<file path="src/rtl/dualmem_port_arbiter.sv">
// Round-robin arbiter sharing one port of the 2048x64 byte-writable scratch RAM between two requesters.
// Optional per-requester/conflict performance counters are built when DUALMEM_ARB_PERF_EN is defined.
module dualmem_port_arbiter #(
  parameter int AW   = 11,
  parameter int DW   = 64,
  parameter int NREQ = 2
) (
  input  logic                           clk,
  input  logic                           rstn,
  input  logic [NREQ-1:0]                req_i,
  input  logic [NREQ-1:0]                we_i,
  input  logic [NREQ-1:0][DW/8-1:0]      be_i,
  input  logic [NREQ-1:0][AW-1:0]        addr_i,
  input  logic [NREQ-1:0][DW-1:0]        wdata_i,
  output logic [NREQ-1:0]                gnt_o,
  output logic [NREQ-1:0]                rvalid_o,
  output logic [DW-1:0]                  rdata_o,
  output logic [DW/8-1:0]                mem_en_o,
  output logic [DW/8-1:0]                mem_we_o,
  output logic [AW-1:0]                  mem_addr_o,
  output logic [DW-1:0]                  mem_wdata_o,
  input  logic [DW-1:0]                  mem_rdata_i
`ifdef DUALMEM_ARB_PERF_EN
  ,
  input  logic                           perf_clr_i,
  output logic [31:0]                    perf_gnt0_o,
  output logic [31:0]                    perf_gnt1_o,
  output logic [31:0]                    perf_conflict_o
`endif
);

  // Handshake: a requester holds req/we/be/addr/wdata stable until the cycle
  // where req_i[n] & gnt_o[n]; that cycle is the accept. Reads return rvalid_o[n]
  // for exactly one cycle, one cycle after the accept; writes have no response.

  logic last;     // index granted most recently; 1 out of reset so requester 0 wins first
  logic accept;
  logic win;

  always_comb begin
    gnt_o = '0;
    unique case (req_i)
      2'b01:   gnt_o = 2'b01;
      2'b10:   gnt_o = 2'b10;
      2'b11:   gnt_o = last ? 2'b01 : 2'b10;
      default: gnt_o = '0;
    endcase
  end

  assign accept = |gnt_o;
  assign win    = gnt_o[1];

  // A write with be=0 still drives en=0, so the slot is used but nothing changes.
  always_comb begin
    mem_en_o    = '0;
    mem_we_o    = '0;
    mem_addr_o  = '0;
    mem_wdata_o = '0;
    if (accept) begin
      mem_addr_o  = addr_i[win];
      mem_wdata_o = wdata_i[win];
      if (we_i[win]) begin
        mem_en_o = be_i[win];
        mem_we_o = be_i[win];
      end else begin
        mem_en_o = '1;
      end
    end
  end

  always_ff @(posedge clk or negedge rstn) begin
    if (!rstn) begin
      last     <= 1'b1;
      rvalid_o <= '0;
    end else begin
      if (accept) last <= win;
      rvalid_o <= gnt_o & ~we_i;
    end
  end

  // The RAM registers its output, so the data lines up with rvalid_o as-is.
  assign rdata_o = mem_rdata_i;

`ifdef DUALMEM_ARB_PERF_EN
  logic [31:0] cnt_gnt0;
  logic [31:0] cnt_gnt1;
  logic [31:0] cnt_conflict;

  always_ff @(posedge clk or negedge rstn) begin
    if (!rstn) begin
      cnt_gnt0     <= '0;
      cnt_gnt1     <= '0;
      cnt_conflict <= '0;
    end else if (perf_clr_i) begin
      cnt_gnt0     <= '0;
      cnt_gnt1     <= '0;
      cnt_conflict <= '0;
    end else begin
      if (gnt_o[0] && (cnt_gnt0 != 32'hFFFF_FFFF)) cnt_gnt0 <= cnt_gnt0 + 32'd1;
      if (gnt_o[1] && (cnt_gnt1 != 32'hFFFF_FFFF)) cnt_gnt1 <= cnt_gnt1 + 32'd1;
      if ((req_i == 2'b11) && (cnt_conflict != 32'hFFFF_FFFF))
        cnt_conflict <= cnt_conflict + 32'd1;
    end
  end

  assign perf_gnt0_o     = cnt_gnt0;
  assign perf_gnt1_o     = cnt_gnt1;
  assign perf_conflict_o = cnt_conflict;
`endif

endmodule
</file>
<file path="config.mk">
export PLATFORM = sky130hd
export DESIGN_NAME = dualmem_port_arbiter
export DESIGN_NICKNAME = d
export VERILOG_FILES = /design/src/rtl/dualmem_port_arbiter.sv
export SDC_FILE = /design/constraint.sdc
export NUM_CORES = 1
export LEC_CHECK = 0
export ABC_AREA = 1
export CAP_MARGIN = 20
export CELL_PAD_IN_SITES_DETAIL_PLACEMENT = 1
export CELL_PAD_IN_SITES_GLOBAL_PLACEMENT = 2
export CORE_AREA = 2 2 152 154
export DETAILED_ROUTE_END_ITERATION = 8
export DIE_AREA = 0 0 154 156
export GPL_ROUTABILITY_DRIVEN = 0
export HOLD_SLACK_MARGIN = 0.12
export PLACE_DENSITY_LB_ADDON = 0.1
export REMOVE_ABC_BUFFERS = 1
export SLEW_MARGIN = 20
export SYNTH_ARGS = -nofsm -noshare
export SYNTH_HDL_FRONTEND = slang
export SYNTH_SLANG_ARGS = --single-unit
</file>
<file path="constraint.sdc">
create_clock -name clk -period 2.2 [get_ports clk]
set_clock_uncertainty 0.2 [all_clocks]
set_input_delay 0.66 -clock clk [delete_from_list [all_inputs] [get_ports clk]]
set_output_delay 0.66 -clock clk [all_outputs]
set_load 0.02 [all_outputs]
</file>
Word level (Yosys, flattened, before mapping)
Index checks and enable logic that the tools add are counted.
Storage, ports and cells
  bits of input ports: 236
  bits in registers: 3
Operators by class
  muxes and demuxes: 16
  eq/ne operators: 3
  bitwise logic cells: 2
  reductions and logical operators: 1
  $lt $le $gt $ge: 1
Operator list (number)
  64-bit two-way mux: 3
  8-bit two-way mux: 6
  11-bit two-way mux: 3
  2-bit one-hot mux with 3 select lines: 1
  2-bit == test, second input constant: 2
  2-bit bitwise AND: 1
  2-bit by 1-bit == test with 1-bit output, second input constant: 1
  1-bit by 2-bit < comparator with 1-bit output, second input constant: 1
  1-bit two-way mux: 2
  2-bit two-way mux: 1
  2-bit NOT: 1
  2-bit OR reduction: 1

Longest topological paths before layout
Gate-level depths: netlist of the first run.
  depth after elaboration: 6
  depth in mapped cells: 8
  gate-level depth less buffers: 6

Worst setup path after synthesis of the first run
Ideal clock, no wire load.
  path type: input-to-output
  start point: in req_i[0]
  end point: out mem_addr_o[1]
  slack: -0.194 ns
  data required time: 1.340 ns
  data arrival time: 1.534 ns
  stages on the path: 6
  cell sequence: nand2_1 > nand2_1 > inv_2 > clkbuf_1 > nand2_1 > nand2_1
Between the ends
  cells in the longest elaborated chain, start to end: 5
  elaborated cells on any way between the ends: 8
RTL lines
  start: declaration: RTL line 10  | input logic [NREQ-1:0] req_i,
  2-bit == test or 2-bit by 1-bit == test with 1-bit output (tied branches): RTL line 42  | unique case (req_i)
  2-bit one-hot mux with 3 select lines (*): RTL line 42
  via gnt_o[1]: RTL line 15  | output logic [NREQ-1:0] gnt_o,
  11-bit two-way mux (implied by the code) (2 in a row): RTL line 60  | mem_addr_o = addr_i[win];
  11-bit two-way mux (*): RTL line 59  | if (accept) begin
  end: declaration: RTL line 20  | output logic [AW-1:0] mem_addr_o,
The timed path passes the listed nets; every way through them passes the cells marked *. The select of a mux whose other input is x is not followed.

Final worst setup path of the first run
  start point: in req_i[0]
  end point: out mem_we_o[1]
Between the ends
  cells in the longest elaborated chain, start to end: 6
  elaborated cells on any way between the ends: 11
RTL lines
  2-bit == test or 2-bit by 1-bit == test with 1-bit output (tied branches): RTL line 42
  2-bit one-hot mux with 3 select lines (*): RTL line 42
  8-bit two-way mux (implied by the code) or 1-bit two-way mux (tied branches) (2 in a row): RTL line 64, 62
  8-bit two-way mux: RTL line 62  | if (we_i[win]) begin
  8-bit two-way mux (*): RTL line 59
  end: declaration: RTL line 19  | output logic [DW/8-1:0] mem_we_o,
Every way passes the cells marked *; elsewhere a longest branch is shown, timed or not. The select of a mux whose other input is x is not followed.

==> impl_metrics.json, run 1 <==
{
  "clock.fmax_mhz": 395.9,
  "utilization_pct": 24.70,
  "grt_pass1_vias": 3643,
  "ys_types": 14,
  "p_leak_nw": 2.704,
  "vias": 3273,
  "slew_headroom_pct": 82.54,
  "die_area_mm2": 0.02402,
  "synth.area.top_cells": "nand2_1, buf_4, nand3_1, inv_1, buf_6",
  "cp.arrival_ns": 1.67,
  "worst_pin_slew_ns": 0.2617,
  "status": "complete, but fails checks",
  "synth-main-ff-cell": "dfrtp_1",
  "final_hold_viol_count": 0,
  "syn_area_mm2": 0.001839,
  "fin_crit_sh_pct": 114.8,
  "rows": 55,
  "grt_max_degree": 25,
  "ys_ff_latch": 3,
  "grt_use_met3_pct": 12.67,
  "synth_edf_count": 0,
  "htreeDepth": 1,
  "fin_cells": 896,
  "start_util_pct": 8.224,
  "dpl_worst_slack_ns": -1.363,
  "reg2reg_depth": 6,
  "syn_to_final_growth_pct": 200.3,
  "grt_use_met2_pct": 23.70,
  "worstHoldPathType": "input pin to asynchronous set/reset pin",
  "cts_tree": "done",
  "first_pass_iters": 6,
  "cts_hold_buf": 0,
  "worstSetupPathType": "input pin to primary output",
  "grt_pass1_wl_mm": 25.47,
  "wl_per_cell_um": 21.67,
  "cts_buffer_depth": 2,
  "slowest_stage": "nand2_4",
  "die_h_um": 156,
  "clk_pin_slew_ns": 0.03,
  "path_cells": "buf_6 -> nand2_4 -> buf_4 -> nand3b_1 -> nand2_4 -> nor2_4 -> buf_6",
  "layout.nets": 847,
  "hpwl_mm": 15.18,
  "maxCapViolCount": 0,
  "drtAntennaViolNets": 0,
  "core-area_mm2": 0.02237,
  "root_buffer": "clkbuf_16",
  "clk_latency_ns": 0.22,
  "power_density_mw_per_mm2": 375.4,
  "drive_gt1_share_pct": 41.80,
  "yosysWarnings": 0,
  "synth_most_common_cell": "nand2_1",
  "grtUsageTotal_pct": 14.72,
  "ioPinCount": 395,
  "avgSynthCellArea_um2": 4.777,
  "cp.required_ns": 1.34,
  "setup_ws_ns": -0.3260,
  "cts_num_sinks": 3,
  "cts_buffers": 3,
  "ys_seq_area_share_pct": 4.150,
  "synth_cells": 385,
  "crit_path_end_kind": "primary output",
  "yosysTopAreaCellShare_pct": 50.41,
  "wl_mm": 19.42,
  "drtIter0Drc": 111,
  "top_usage_layer": "met2",
  "slowest_delay_ns": 0.27,
  "portBuffers": 266,
  "vdd_drop_max_mv": 0.1538,
  "slew_violations": 0,
  "vias_per_cell": 3.653,
  "violations": "DRC, setup timing",
  "start_kind": "input pin",
  "synth_top_cells_by_count": "nand2_1, buf_4, inv_1, nand3_1, buf_2",
  "tns_ns": -24.54,
  "drc": 1,
  "finalSetupViolCount": 93,
  "grt_overflow": 0,
  "die_w_um": 154,
  "fin_crit_ns": 2.526,
  "antenna_found_initial": 1,
  "async_reset_ff_share_pct": 100.0,
  "rsz0062_at_grt": "yes",
  "cp_max_fo": 11,
  "synth_top_cell_by_area": "nand2_1",
  "gr-usage-met1_pct": 14.82,
  "dpl.cell_count": 866
}
-- layout by cell type (no fill, tap or decap) --
cell type	synthesis	routed
o21a_1	1	1
buf_8	0	3
buf_2	11	9
nand3_2	0	9
clkbuf_16	0	7
clkbuf_4	0	1
nor2_2	0	1
nor2_1	9	1
clkdlybuf4s50_1	0	167
nand3_1	18	8
nor2_4	0	7
buf_4	64	25
inv_1	19	18
nand2_2	0	61
nand3_4	0	1
nand2_4	1	35
dfstp_2	1	1
nand2_1	247	152
diode_2	0	1
clkbuf_1	3	1
nand3b_1	1	1
buf_6	5	75
buf_12	0	9
dlygate4sd2_1	0	4
inv_2	3	2
buf_16	0	7
inv_8	0	1
clkinv_8	0	1
dfrtp_1	2	2
-- area by class of cell --
| cell class | count | area (um2) |
|---|---|---|
| inverter | 22 | 102.6 |
| clock buffer | 4 | 78.83 |
| fill | 2636 | 16840 |
| antenna | 1 | 2.502 |
| sequential | 3 | 76.32 |
| multi-input combinational | 277 | 1598 |
| timing repair buffer | 304 | 3309 |
| tap | 285 | 356.6 |
-- kinds of logic (layout without fill, tap and decap cells) --
logic type	count (synthesis)	after routing	synth area share [%]
buffers and inverters	105	330	37.28
other	0	1	0
AND/OR/NAND/NOR	276	276	58.16
AO/OA/AOI/OAI	1	1	0.4083
flip-flops	3	3	4.150
-- worst max-delay path, delay by kind of cell --
family,cells,cell delay [ns]
buffers and inverters,3,0.42
and+or+nand+nor,4,0.58
-- path summary, 6_finish.rpt --
| path | start | end | slack (ns) |
|---|---|---|---|
| max reg2reg | last$_DFFE_PN1P_ | rvalid_o[1]$_DFF_PN0_ | 0.67 |
| min in group clk | last$_DFFE_PN1P_ | last$_DFFE_PN1P_ | 0.46 |
| max | req_i[0] | mem_we_o[1] | -0.33 |
| min | rstn | rvalid_o[0]$_DFF_PN0_ | 0.42 |
| max in group asynchronous | rstn | last$_DFFE_PN1P_ | 1.16 |
| min reg2reg | last$_DFFE_PN1P_ | last$_DFFE_PN1P_ | 0.46 |
-- repair_timing --
| item | CTS | global route |
|---|---|---|
| pin swaps | 45 | 24 |
| gates resized for setup | 629 | 43 |
| buffers inserted | 8 | 5 |
| gates cloned | 7 | 5 |
| setup endpoints to repair | 93 | 93 |
-- per-stage QoR --
step                power [W]  area (um2)  hold slack [ns]
floorplan           0.0005624        1236           0.1644
global placement     0.001412        4388           0.3231
detailed placement   0.001409        4388           0.3208
CTS                  0.002007        5223           0.3450
global route         0.002209        5524           0.4265
finish               0.002074        5524           0.4208
-- flip-flops by register name, indices dropped and copies added, names as in the netlist --
name and count:
last 1, rvalid_o 2
-- layer usage --
| metal | vias to the layer above | wire length (um) |
|---|---|---|
| met5 | - | 183 |
| met4 | 4 | 63 |
| met3 | 6 | 3318 |
| met2 | 253 | 9146 |
| met1 | 1480 | 6705 |
| li1 | 1530 | - |
-- where the power goes --
group | internal [W] | leakage [nW] | total [W] | switching [W]
Sequential | 0.0000629 | 0.0367 | 0.0000663 | 0.00000341
Clock | 0.000239 | 0.0382 | 0.000288 | 0.0000491
Combinational | 0.000908 | 2.63 | 0.00172 | 0.000811
Total | 0.00121 | 2.70 | 0.00207 | 0.000864
Power figures use the tool's default switching activity.
==> run 2, diff against run 1 <==
TNS_END_PERCENT = 100   (was not set)
==> results of run 2 <==
No change in the layout: final DEF, timing and power equal those of run 1.
==> run 3, diff against run 2 <==
GPL_TIMING_DRIVEN = 0   (was not set)
==> run 3 against run 2 <==
  * Maximum frequency shrank 1.3%
  * Non-clock buffer count grew 3
  * Setup slack lost 0.033 ns
  * Routed wire length grew 7.0%
  * Sequential cell count is the same
  * Total power grew 11%
  * Clock power is essentially flat
  * First-iteration DRC count shrank 8.1%
  * Largest power group unchanged
  * The run ends with setup timing left
==> impl_metrics.json, run 3 (synthesis gave the netlist of run 1 again) <==
{
  "status": "complete, but fails checks",
  "violations": "setup timing",
  "slowest_stage": "nand3_4",
  "die_area_mm2": 0.02402,
  "rsz0062_at_grt": "yes",
  "start_util_pct": 8.224,
  "first_pass_iters": 6,
  "die_h_um": 156,
  "cts_buffers": 3,
  "setup_ws_ns": -0.3590,
  "wl_mm": 20.77,
  "clk_latency_ns": 0.22,
  "drtIter0Drc": 102,
  "vias": 3331,
  "num_antenna_cells": 0,
  "slew_violations": 0,
  "slew_headroom_pct": 82.53,
  "p_leak_nw": 2.932,
  "drc": 0,
  "syn_to_final_growth_pct": 230.5,
  "grt_overflow": 0,
  "layout.nets": 852,
  "ioPinCount": 395,
  "clk_pin_slew_ns": 0.03,
  "finalSetupViolCount": 93,
  "rows": 55,
  "drive_gt1_share_pct": 51.87,
  "grtUsageTotal_pct": 16.37,
  "crit_path_end_kind": "primary output",
  "final_area_mm2": 0.006080,
  "grt_pass1_vias": 3723,
  "clock.fmax_mhz": 390.8,
  "worst_pin_slew_ns": 0.2613,
  "cts_tree": "done",
  "start_kind": "input pin",
  "final_hold_viol_count": 0,
  "worstHoldPathType": "register to register",
  "dpl_cell_area_mm2": 0.004308,
  "fin_crit_ns": 2.559,
  "final_common_cell": "clkdlybuf4s50_1",
  "cp.arrival_ns": 1.70,
  "antenna_found_initial": 0,
  "grt_max_degree": 16,
  "core-area_mm2": 0.02237,
  "wl_per_cell_um": 23.08,
  "largest_reg_flops": 2,
  "largest-register": "rvalid_o",
  "drtAntennaViolNets": 0,
  "crit_start": "req_i[0]",
  "hpwl_mm": 14.77,
  "root_buffer": "clkbuf_16",
  "power_density_mw_per_mm2": 378.0,
  "reg_top3": "rvalid_o x2, last x1",
  "worstSetupPathType": "input pin to primary output",
  "cp.required_ns": 1.34,
  "path_cells": "buf_6 -> nand2_4 -> nand2_8 -> buf_4 -> buf_4 -> nand2_2 -> nand3_4 -> nand2_1 -> buf_6",
  "maxCapViolCount": 0,
  "r2r-start": "last$_DFFE_PN1P_",
  "fin_crit_sh_pct": 116.3,
  "vdd_drop_max_mv": 0.2576,
  "htreeDepth": 1,
  "cts_num_sinks": 3,
  "grt_pass1_wl_mm": 27.74,
  "slowest_delay_ns": 0.16,
  "mostFrequentLayoutCells": "clkdlybuf4s50_1, nand2_2, buf_6",
  "hold_slack_ns": 0.3457,
  "min-delay-start": "last$_DFFE_PN1P_",
  "portBuffers": 266,
  "cp_max_fo": 8,
  "vias_per_cell": 3.701,
  "cts_buffer_depth": 2,
  "die_w_um": 154
}
-- run 3: final timing paths --
kind	slack [ns]	end	cells past startpoint
worst max-delay path	-0.36	mem_en_o[2]	9
worst min-delay path	0.35	last$_DFFE_PN1P_	1
worst max register to register	0.61	rvalid_o[1]$_DFF_PN0_	6
worst min register to register	0.35	last$_DFFE_PN1P_	1
max in group asynchronous	1.15	last$_DFFE_PN1P_	1
min in group asynchronous	0.43	rvalid_o[1]$_DFF_PN0_	1
-- run 3: layout make-up --
cell class / count / area [um2]
fill: 2635 / 16290
sequential: 3 / 76.32
clock buffer: 4 / 78.83
tap: 285 / 356.6
multi-input combinational: 277 / 1849
timing repair buffer: 307 / 3562
inverter: 22 / 115.1
timing repair inverter: 2 / 41.29
-- run 3: through the flow --
stage	power, W	std cells	util, %	setup slack [ns]	TNS (ns)
floorplan	0.0005624	302	-	-0.8539	-70.13
global placement	0.001368	853	19.03	-2.961	-247.02
detailed placement	0.001384	855	19.26	-2.404	-205.04
CTS	0.002259	898	25.88	-0.3741	-29.04
global route	0.002440	900	27.18	-0.4247	-34.03
finish	0.002298	900	27.18	-0.3590	-27.61
-- run 3: what timing repair did --
action | 4_1_cts | 5_1_grt
buffers inserted | 23 | 3
resized for setup | 775 | 89
pin swaps | 52 | 40
hold endpoints to repair | 0 | 0
hold buffers | 0 | 0
cloned | 16 | 0
setup endpoints to repair | 94 | 93
-- run 3: worst max-delay path: cells and delay by family --
kind | cells | cell delay (ns)
AND/OR/NAND/NOR | 5 | 0.52
buffers and inverters | 4 | 0.50
-- run 3: layer usage --
| layer | vias up | GRT usage (%) | share of wire, % |
|---|---|---|---|
| li1 | 1543 | - | - |
| met1 | 1533 | 17.89 | 36 |
| met2 | 245 | 26.91 | 49 |
| met3 | 6 | 11.36 | 14 |
| met4 | 4 | 0.6676 | 0.077 |
| met5 | - | 5.797 | 0.84 |
-- run 3: power breakdown --
part / total (W) / switching (W) / internal [W]
combinational: 0.00195 / 0.000918 / 0.00103
sequential: 0.0000667 / 0.00000377 / 0.0000629
clock: 0.000286 / 0.0000472 / 0.000239
total: 0.00230 / 0.000969 / 0.00133
